### config.mk
export PLATFORM = sky130hd
export DESIGN_NAME = regfile_write_arbiter_flat
export DESIGN_NICKNAME = d
export VERILOG_FILES = /design/src/rtl/regfile_write_arbiter_if.sv /design/src/rtl/regfile_write_arbiter.sv /design/src/flat_wrapper.sv
export SDC_FILE = /design/constraint.sdc
export NUM_CORES = 1
export LEC_CHECK = 0
export CORE_MARGIN = 10
export CORE_UTILIZATION = 40
export DETAILED_ROUTE_END_ITERATION = 8
export DONT_BUFFER_PORTS = 1
export PLACE_DENSITY = 0.58
export SYNTH_ARGS = -nofsm -noshare
export SYNTH_HDL_FRONTEND = slang
export SYNTH_SLANG_ARGS = --single-unit
### constraint.sdc
create_clock -name Clk -period 1.3 [get_ports Clk]
set_input_delay 0.195 -clock Clk [delete_from_list [all_inputs] [get_ports Clk]]
set_output_delay 0.195 -clock Clk [all_outputs]
set_load 0.05 [all_outputs]
### src/rtl/regfile_write_arbiter_if.sv
`default_nettype none
// ============================================================================
// Module      : regfile_write_arbiter_if
// Description : Bundle of request, data and handshake signals between three
//               write requesters, the arbiter and the register bank.
// Revision    : 1.0 - initial release
// ============================================================================
interface regfile_write_arbiter_if #(
    parameter int N     = 16,
    parameter int NREGS = 8
);
    logic [2:0]       Req;
    logic [2:0]       Addr0;
    logic [2:0]       Addr1;
    logic [2:0]       Addr2;
    logic [N-1:0]     Data0;
    logic [N-1:0]     Data1;
    logic [N-1:0]     Data2;
    logic [2:0]       Ack;
    logic [NREGS-1:0] Load;
    logic [N-1:0]     WrData;
    logic             Busy;
    logic [1:0]       GrantId;

    // Requester side: raises requests and receives completion/status.
    modport master (
        output Req, Addr0, Addr1, Addr2, Data0, Data1, Data2,
        input  Ack, Load, WrData, Busy, GrantId
    );

    // Arbiter side.
    modport slave (
        input  Req, Addr0, Addr1, Addr2, Data0, Data1, Data2,
        output Ack, Load, WrData, Busy, GrantId
    );
endinterface
`default_nettype wire

### src/rtl/regfile_write_arbiter.sv
`default_nettype none
// ============================================================================
// Module      : regfile_write_arbiter
// Description : Arbitrates three write requesters onto a single register-bank
//               write port. One write takes three cycles: arbitrate/latch in
//               IDLE, one-hot Load in WRITE, Ack pulse in ACK.
//               Optional macro REGARB_ROUND_ROBIN_EN selects round-robin
//               arbitration; otherwise fixed priority 0 > 1 > 2.
// Revision    : 1.0 - initial release
// ============================================================================
module regfile_write_arbiter #(
    parameter int N     = 16,
    parameter int NREGS = 8
) (
    input  wire logic              Clk,
    input  wire logic              Reset,
    regfile_write_arbiter_if.slave bus
);

    typedef enum logic [1:0] {
        IDLE  = 2'd0,
        WRITE = 2'd1,
        ACK   = 2'd2
    } state_t;

    state_t           r_state;
    state_t           w_state_next;
    logic             w_latch;

    logic [1:0]       r_grant;
    logic [2:0]       r_addr;
    logic [N-1:0]     r_data;

    logic [1:0]       w_win;
    logic [2:0]       w_addr;
    logic [N-1:0]     w_data;
    logic [NREGS-1:0] w_onehot;

    // State register; reset aborts any write in flight.
    always_ff @(posedge Clk or posedge Reset) begin
        if (Reset) begin
            r_state <= IDLE;
        end else begin
            r_state <= w_state_next;
        end
    end

    // Next-state logic: a winner is latched only from IDLE.
    always_comb begin
        w_state_next = r_state;
        w_latch      = 1'b0;
        case (r_state)
            IDLE: begin
                if (|bus.Req) begin
                    w_latch      = 1'b1;
                    w_state_next = WRITE;
                end
            end
            WRITE:   w_state_next = ACK;
            ACK:     w_state_next = IDLE;
            default: w_state_next = IDLE;
        endcase
    end

    // Winner selection. In round-robin mode the last grant is the pointer:
    // the requester after it has highest priority, the last winner lowest.
    always_comb begin
        w_win = 2'd0;
`ifdef REGARB_ROUND_ROBIN_EN
        case (r_grant)
            2'd0:    w_win = bus.Req[1] ? 2'd1 : (bus.Req[2] ? 2'd2 : 2'd0);
            2'd1:    w_win = bus.Req[2] ? 2'd2 : (bus.Req[0] ? 2'd0 : 2'd1);
            default: w_win = bus.Req[0] ? 2'd0 : (bus.Req[1] ? 2'd1 : 2'd2);
        endcase
`else
        w_win = bus.Req[0] ? 2'd0 : (bus.Req[1] ? 2'd1 : 2'd2);
`endif
    end

    // Address/data of the winning requester.
    always_comb begin
        w_addr = bus.Addr0;
        w_data = bus.Data0;
        case (w_win)
            2'd1: begin
                w_addr = bus.Addr1;
                w_data = bus.Data1;
            end
            2'd2: begin
                w_addr = bus.Addr2;
                w_data = bus.Data2;
            end
            default: begin
                w_addr = bus.Addr0;
                w_data = bus.Data0;
            end
        endcase
    end

    // Holding registers: the write proceeds from these, so requesters may
    // change or drop their inputs once latched. r_data doubles as WrData,
    // which therefore holds the last written value outside WRITE.
    always_ff @(posedge Clk or posedge Reset) begin
        if (Reset) begin
            r_grant <= 2'd2;
            r_addr  <= 3'd0;
            r_data  <= '0;
        end else if (w_latch) begin
            r_grant <= w_win;
            r_addr  <= w_addr;
            r_data  <= w_data;
        end
    end

    assign w_onehot = {{(NREGS-1){1'b0}}, 1'b1} << r_addr;

    // Outputs decode directly from state so reset clears them without a clock.
    always_comb begin
        bus.Load = '0;
        bus.Ack  = 3'b000;
        if (r_state == WRITE) begin
            bus.Load = w_onehot;
        end
        if (r_state == ACK) begin
            bus.Ack = 3'b001 << r_grant;
        end
    end

    assign bus.Busy    = (r_state != IDLE);
    assign bus.WrData  = r_data;
    assign bus.GrantId = r_grant;

endmodule
`default_nettype wire
### src/flat_wrapper.sv
// flat-port wrapper written by rule: the top's interface ports become plain ports
module regfile_write_arbiter_flat 
#(
    parameter int N     = 16,
    parameter int NREGS = 8
)
  (Clk, Reset, bus_Req, bus_Addr0, bus_Addr1, bus_Addr2, bus_Data0, bus_Data1, bus_Data2, bus_Ack, bus_Load, bus_WrData, bus_Busy, bus_GrantId);
  regfile_write_arbiter_if #(.N(N), .NREGS(NREGS)) bus_i ();
  input  wire logic Clk;
  input  wire logic Reset;
  input wire logic [$bits(bus_i.Req)-1:0] bus_Req;
  input wire logic [$bits(bus_i.Addr0)-1:0] bus_Addr0;
  input wire logic [$bits(bus_i.Addr1)-1:0] bus_Addr1;
  input wire logic [$bits(bus_i.Addr2)-1:0] bus_Addr2;
  input wire logic [$bits(bus_i.Data0)-1:0] bus_Data0;
  input wire logic [$bits(bus_i.Data1)-1:0] bus_Data1;
  input wire logic [$bits(bus_i.Data2)-1:0] bus_Data2;
  output wire logic [$bits(bus_i.Ack)-1:0] bus_Ack;
  output wire logic [$bits(bus_i.Load)-1:0] bus_Load;
  output wire logic [$bits(bus_i.WrData)-1:0] bus_WrData;
  output wire logic [$bits(bus_i.Busy)-1:0] bus_Busy;
  output wire logic [$bits(bus_i.GrantId)-1:0] bus_GrantId;
  assign bus_i.Req = bus_Req;
  assign bus_i.Addr0 = bus_Addr0;
  assign bus_i.Addr1 = bus_Addr1;
  assign bus_i.Addr2 = bus_Addr2;
  assign bus_i.Data0 = bus_Data0;
  assign bus_i.Data1 = bus_Data1;
  assign bus_i.Data2 = bus_Data2;
  assign bus_Ack = bus_i.Ack;
  assign bus_Load = bus_i.Load;
  assign bus_WrData = bus_i.WrData;
  assign bus_Busy = bus_i.Busy;
  assign bus_GrantId = bus_i.GrantId;
  regfile_write_arbiter #(.N(N), .NREGS(NREGS)) u_core (.Clk(Clk), .Reset(Reset), .bus(bus_i));
endmodule
* After elaboration in Yosys (flattened, before gate mapping)
Index checks and enable logic that the tools add are counted.
** Storage, ports and cells
- Register bits :: 23
- Output and inout bits :: 30
** Operators by class
- Muxes and demuxes :: 10
- Equal/unequal tests :: 5
- Reduce and logical (&&, ||, !) cells :: 3
- Shift operators :: 2
** Operators by type and width (number)
- $pmux W16 S2 :: 1
- $mux W8 :: 1
- $shl A1 B3 Y8 const A :: 1
- $mux W2 :: 3
- $pmux W3 S2 :: 1
- $eq A2 B1 Y1 const B :: 2
- $eq A2 B2 Y1 const B :: 2
- $pmux W2 S2 :: 1
- $mux W3 :: 1
- $reduce_or A3 Y1 :: 1
- $shl A1 B2 Y3 const A :: 1
- $logic_not A2 Y1 :: 1
- $mux W1 :: 2
- $ne A2 B1 Y1 const B :: 1
- $reduce_bool A2 Y1 :: 1

* Longest topological paths before layout
Gate-level depths: netlist of run 1.
- Depth in word-level cells :: 4
- Mapped depth :: 5

* Worst setup path after synthesis of run 1
Ideal clock, no wire load.
- Path type :: register to output
- From :: register u_core.r_grant[0] (netlist: u_core.bus.GrantId[0])
- To :: output bus_Ack[0]
- Stages on the path, launching flop included :: 2
- Path buffers :: 0
- Setup slack :: -1.205 ns
- Data required time :: 1.105 ns
- Data arrival time :: 2.310 ns
- Cell sequence :: dfrtp_1 > nor4b_1
** Between the ends
- Word-level cells in the longest chain between the ends :: 2
** RTL lines
- start, declared :: line regfile_write_arbiter.sv:30 : logic [1:0] r_grant;
- start signal, assigned :: line regfile_write_arbiter.sv:109 : r_grant <= w_win;
- $shl A1 B2 Y3 :: line regfile_write_arbiter.sv:125 : bus.Ack = 3'b001 << r_grant;
- $mux W3 :: line regfile_write_arbiter.sv:124 : if (r_state == ACK) begin
- end, declared :: line flat_wrapper.sv:18 : output wire logic [$bits(bus_i.Ack)-1:0] bus_Ack;
Every way passes these cells.

* Final worst setup path of run 1
- From :: register u_core.r_state[1]
- To :: output bus_Load[0]
** Between the ends
- Word-level cells in the longest chain between the ends :: 2
** RTL lines
- start, declared :: line regfile_write_arbiter.sv:26 : state_t r_state;
- start signal, assigned :: line regfile_write_arbiter.sv:44 : r_state <= w_state_next;
- $eq A2 B1 Y1 :: line regfile_write_arbiter.sv:121 : if (r_state == WRITE) begin
- $mux W8 :: line regfile_write_arbiter.sv:121
- end, declared :: line flat_wrapper.sv:19 : output wire logic [$bits(bus_i.Load)-1:0] bus_Load;
Every way passes these cells.

==> results of run 1 <==
sequential cells by signal, summed over array words and instances (netlist names):
signal,flops
u_core.bus.GrantId,2
u_core.bus.WrData,16
u_core.r_addr,3
u_core.r_state,2
cells in the mapped netlist, types with 2 or more instances:
cell      number
o21ai_0       20
o21ai_1       19
mux2_2         8
buf_8          2
buf_6          3
nor4bb_1       2
mux2_4        10
nor2_1         9
nor3_1         2
inv_1          4
nand2b_1       4
mux2i_1       19
dfrtp_1       22
buf_2          2
nand2_1        2
layer usage:
layer  track usage [%]  part of all wire, %
met1              15.1                   37
met2              24.4                   52
met3              6.46                  9.2
met4              4.58                  1.2
met5                 0                    0
cell usage in the layout, fill, tap and decap left out, types with 3 or more instances in the layout:
cell        instances
dfrtp_1            19
o21ai_1             9
inv_1               3
buf_6              11
buf_12             12
mux2_2              8
mux2i_1            19
clkinvlp_4          3
nor2_4              7
buf_4              25
clkbuf_8            3
dfrtp_2             3
mux2_4             10
o21ai_2            21
o21ai_0             9
what timing repair did:
item,CTS,global route
endpoints found under the hold margin,22,0
hold buffers,1,0
cloned,1,3
buffers inserted,3,5
endpoints found under the setup margin,13,35
gates resized for setup,7,49
pin swaps,6,11
cell families (layout without fill, tap and decap cells):
logic type      after synthesis  after routing  share of synthesized area, %
flops                        23             23                          39.4
compound gates               41             41                          14.4
buf+inv                      14             61                          7.18
simple gates                 23             23                          8.81
mux                          38             38                          30.2
final timing paths:
path / slack [ns] / end
worst min register to register: 0.50 / u_core.bus.WrData[6]
worst min-delay path: 0.08 / u_core.bus.GrantId[1]
max in group asynchronous: 0.61 / u_core.bus.GrantId[1]
min in group asynchronous: 0.41 / u_core.bus.WrData[7]
worst max register to register: -0.16 / u_core.bus.WrData[0]
worst max-delay path: -0.28 / bus_Load[0]
power by group:
group | leakage (nW) | switching, mW | internal [mW]
combinational | 0.715 | 2.60 | 1.78
sequential | 0.278 | 0.296 | 1.10
clock | 0.0255 | 0.235 | 0.214
cell type report:
cell class	count	share of cell area (%)
Clock buffer	3	1.77
Clock inverter	1	0.215
Inverter	4	0.806
Multi-Input combinational cell	102	43.1
Sequential cell	23	25.1
Tap cell	46	2.47
Timing Repair Buffer	51	25.9
Timing Repair inverter	2	0.645
worst max-delay path, stage by stage (launching register included):
cell,delay (ns)
dfrtp_1,0.40
and2b_2,0.29
nand2b_4,0.12
nor3_4,0.16
buf_12,0.16
through the flow:
| stage | instances | hold slack [ns] | power [mW] | area [um2] | worst slack [ns] |
|---|---|---|---|---|---|
| final | 232 | 0.0843 | 6.21 | 2330 | -0.281 |
| after global routing | 232 | 0.0972 | 6.54 | 2330 | -0.339 |
| after CTS | 224 | 0.0754 | 5.47 | 2110 | -0.296 |
| after detailed placement | 215 | 0.149 | 4.83 | 2000 | -0.0755 |
| after global placement | 215 | 0.146 | 4.74 | 2000 | -0.0539 |
| after floorplan | 139 | 0.196 | 3.69 | 1600 | -0.253 |
==> results.cfg, run 1 <==
[run_status]
status = complete, but fails checks
violations = setup timing

[logic_synthesis]
synth_edf_count = 0
syn_inst = 139
ys_warn_count = 0
synth_area_leaders = dfrtp_1 (38%), mux2i_1 (13%), mux2_4 (10%)
ys_seq_area_share_pct = 39.4
synth_top_area_share_pct = 37.6
synthDistinctLibCells = 26
synth_nets = 201
synthArstFlopShare_pct = 100
synth_area_mm2 = 0.00146
synth-seq-cells = 23
synth_largest_area_cell = dfrtp_1
avgSynthCellArea_um2 = 10.5
synth_ff_type = dfrtp_1

[global_route]
antenna_found_initial = 0
grt_use_total_pct = 14.2
grt_max_degree = 24
grt_pass1_wl_um = 7310
grt_pass1_vias = 1425
grt_overflow = 0

[cts]
cts-root-buf = clkbuf_8
numCtsBuffers = 3
cts_max_level = 1
clockBufferDepth = 2
cts_sinks = 23
clk_pin_slew_worst_paths_ns = 0.08
cts_tree = yes
clock_latency_ns = 0.27

[pwr]
p_per_area_mw_per_mm2 = 2670
p_leak_nw = 1.02
irDropWorstVdd_v = 0.00130

[job]
maxCapViolCount = 0

[worst_setup_path]
ff2ff_path_depth = 8
cp_data_arrival_time_ns = 1.39
start_kind = flop
startpoint = u_core.r_state[1]
required_ns = 1.11
cp_max_fo = 4
end_kind = output port
rr_startpoint = u_core.r_state[1]
path_class = reg2out

[timing]
fin_tns_setup_ns = -5.51
setup_viol = 35
rsz0062_at_grt = true
timing.final.crit_share_pct = 122
drv_slew = 0
maxSlewHeadroom_pct = 82.8
fin_skew_ns = 0.00755
finalCriticalPeriod_ns = 1.58
clock.fmax_mhz = 633
finalWorstSetupSlack_ns = -0.281
hold_viol = 0
tightest_slew_ns = 0.250

[layout]
drive_above_1_share_pct = 63.4
fill_cells = 268
multi_input_area_mm2 = 0.00100
nets = 249
utilization_pct = 67.6
ff_latch_area_um2 = 584
synthToLayoutAreaGrowth_pct = 59.1
n_antenna_cell = 0

[routing]
dr.pass1.iters = 3
vias_per_cell = 5.41
vias = 1256
detail_route.iter0.violations = 28
wl_um = 4900
ant_nets = 0
drc = 0
post_drt_wl_per_cell_um = 21.1

[floorplanning]
die_h_um = 80.5
fp.coreArea_mm2 = 0.00344
io_pins = 92
initial_utilization_pct = 42.5
dieArea_mm2 = 0.00648
dieWidth_um = 80.5
rows = 21

[place]
port_buffers = 0
place.gp.congestion = 0.754

[min_path]
hp-class = in2reg
hp-start = bus_Req[0]
holdPathStages = 3
(Power assumes the default switching activity.)
==> run 2, diff against run 1 <==
SLEW_MARGIN = 20   (was default)
==> results of run 2 <==
No change in the layout: final DEF, timing and power equal those of run 1.
==> run 3, diff against run 2 <==
CORE_UTILIZATION = 62   (was 40)
PLACE_DENSITY = 0.82   (was 0.58)
REMOVE_ABC_BUFFERS = 1   (was default)
==> run 3 against run 2 <==
The run still ends with setup timing left. Power decreased by 4.4%. Combinational power fell by 4%. Sequential cell count did not move. Clock-buffer cell count grew 1. Design area shrank 9.4%. Non-clock buffer count is 2 lower. Sequential share of layout area is 2.3 points higher. Worst hold slack worse by 0.033 ns. Register-to-register slack got worse by 0.09 ns. Largest cell class unchanged.
==> results.cfg, run 3 (synthesized netlist as in run 1, its figures left out) <==
[worst_setup_path]
r2r-end = u_core.r_addr[2]
rr_startpoint = u_core.r_state[1]
ff2ff_path_depth = 6
start_kind = flop
slowest_stage = dfrtp_1
cp_max_fo = 4
crit_chain = and2b_2 -> nand2_2 -> nor3_4 -> buf_6
path_class = reg2out
slowest_delay_ns = 0.43
end_kind = output port
cp_data_arrival_time_ns = 1.52
required_ns = 1.11
rrSetupSlack_ns = -0.25

[routing]
drc = 0
post_drt_wl_per_cell_um = 26.0
ant_nets = 0
vias = 1384
wl_um = 5510
vias_per_cell = 6.53
dr.pass1.iters = 4
detail_route.iter0.violations = 117

[timing]
tightest_slew_ns = 0.298
drv_slew = 0
finalWorstSetupSlack_ns = -0.413
fin_skew_ns = 0.00165
hold-worst-slack_ns = 0.0513
finalCriticalPeriod_ns = 1.71
setup_viol = 35
fin_tns_setup_ns = -8.11
hold_viol = 0
maxSlewHeadroom_pct = 80.1
timing.final.crit_share_pct = 132
rsz0062_at_grt = true
clock.fmax_mhz = 584

[floorplanning]
dieArea_mm2 = 0.00470
rows = 17
dieWidth_um = 68.6
die_h_um = 68.6
fp.coreArea_mm2 = 0.00223
initial_utilization_pct = 65.5
io_pins = 92

[global_route]
grt_pass1_vias = 1365
antenna_found_initial = 0
grt_max_degree = 24
grt_overflow = 0
grt_use_total_pct = 18.0
grt_pass1_wl_um = 6510

[place]
place.gp.congestion = 0.784
port_buffers = 0
place_worst_setup_slack_ns = -0.0262
dp_hpwl_um = 3290
dp.cells = 195

[cts]
clockBufferDepth = 2
cts_tree = yes
clk_pin_slew_worst_paths_ns = 0.13
clock_latency_ns = 0.31
cts_max_level = 1
cts-root-buf = clkbuf_4
numCtsBuffers = 3
cts_sinks = 23

[layout]
fill_cells = 62
nets = 247
largest_reg_flops = 16
final_cell_mix = buf_4 (29), dfrtp_1 (21), o21ai_1 (20)
final_common_cell = buf_4
instances_no_fill = 212
synthToLayoutAreaGrowth_pct = 44.2
drive_above_1_share_pct = 55.4
n_antenna_cell = 0

[min_path]
hp-start = bus_Req[2]
min_to = u_core.bus.GrantId[1]
hp-class = in2reg
holdPathStages = 2

[run_status]
status = complete, but fails checks
violations = setup timing

[pwr]
power_mw = 5.94
p_per_area_mw_per_mm2 = 2810
p_leak_nw = 0.963
irDropWorstVdd_v = 0.00200

[job]
maxCapViolCount = 0
==> run 3: cell types whose count changed in the layout (fill, tap and decap cells not counted), moves of 4 or more <==
cell and change:
o21ai_1 +11, buf_4 +4, o21ai_2 -9, buf_12 -9, nor2_4 -5
==> run 3: where the power goes <==
part	switching, mW	leakage (nW)	internal [mW]
Clock	0.225	0.0150	0.120
Sequential	0.305	0.280	1.08
Combinational	2.59	0.668	1.62
Total	3.12	0.963	2.81
==> run 3: through the flow <==
stage / cell area (um2) / utilization, %
2_1_floorplan: 1370 / -
3_3_place_gp: 1720 / 77.2
3_5_place_dp: 1720 / 77.2
4_1_cts: 1860 / 83.1
5_1_grt: 2110 / 94.5
6_report: 2110 / 94.5
==> run 3: timing repair <==
| action | CTS | global route |
|---|---|---|
| endpoints found under the setup margin | 17 | 35 |
| cloned | 1 | 4 |
| hold buffers | 1 | 0 |
| pin swaps | 3 | 3 |
| endpoints found under the hold margin | 22 | 0 |
| buffers inserted | 4 | 3 |
| resized for setup | 15 | 53 |
==> run 3: critical path: cells and delay by family (launching register included) <==
| kind | cells | cell delay [ns] |
|---|---|---|
| buffers and inverters | 1 | 0.18 |
| AND/OR/NAND/NOR | 3 | 0.59 |
| flip-flops | 1 | 0.43 |
==> run 3: cell type report <==
type | count | area (um2) | share of cell area [%]
clock buffers | 4 | 26.3 | 1.25
inverters | 4 | 18.8 | 0.890
multi-input cells | 102 | 937 | 44.4
flip-flops and latches | 23 | 578 | 27.4
well taps | 28 | 35.0 | 1.66
repair buffers | 49 | 499 | 23.7
repair inverters | 2 | 15.0 | 0.712
==> run 3: worst max-delay path by stage <==
stage | slack (ns) | end | start
after floorplan | -1.21 | bus_Ack[0] | u_core.bus.GrantId[0]
after global placement | 0.03 | bus_Busy | u_core.r_state[0]
after detailed placement | -0.03 | bus_Load[0] | u_core.r_state[1]
after CTS | -0.36 | bus_Load[1] | u_core.r_state[1]
after global routing | -0.49 | bus_Load[1] | u_core.r_state[1]
final | -0.41 | bus_Load[1] | u_core.r_state[1]
==> run 3: metal layers <==
metal	vias up	track usage (%)	part of all wire (%)
met1	646	19.4	34
met5	-	0	0
met3	28	5.31	11
li1	591	-	-
met2	119	32.8	52
met4	0	6.03	3.6
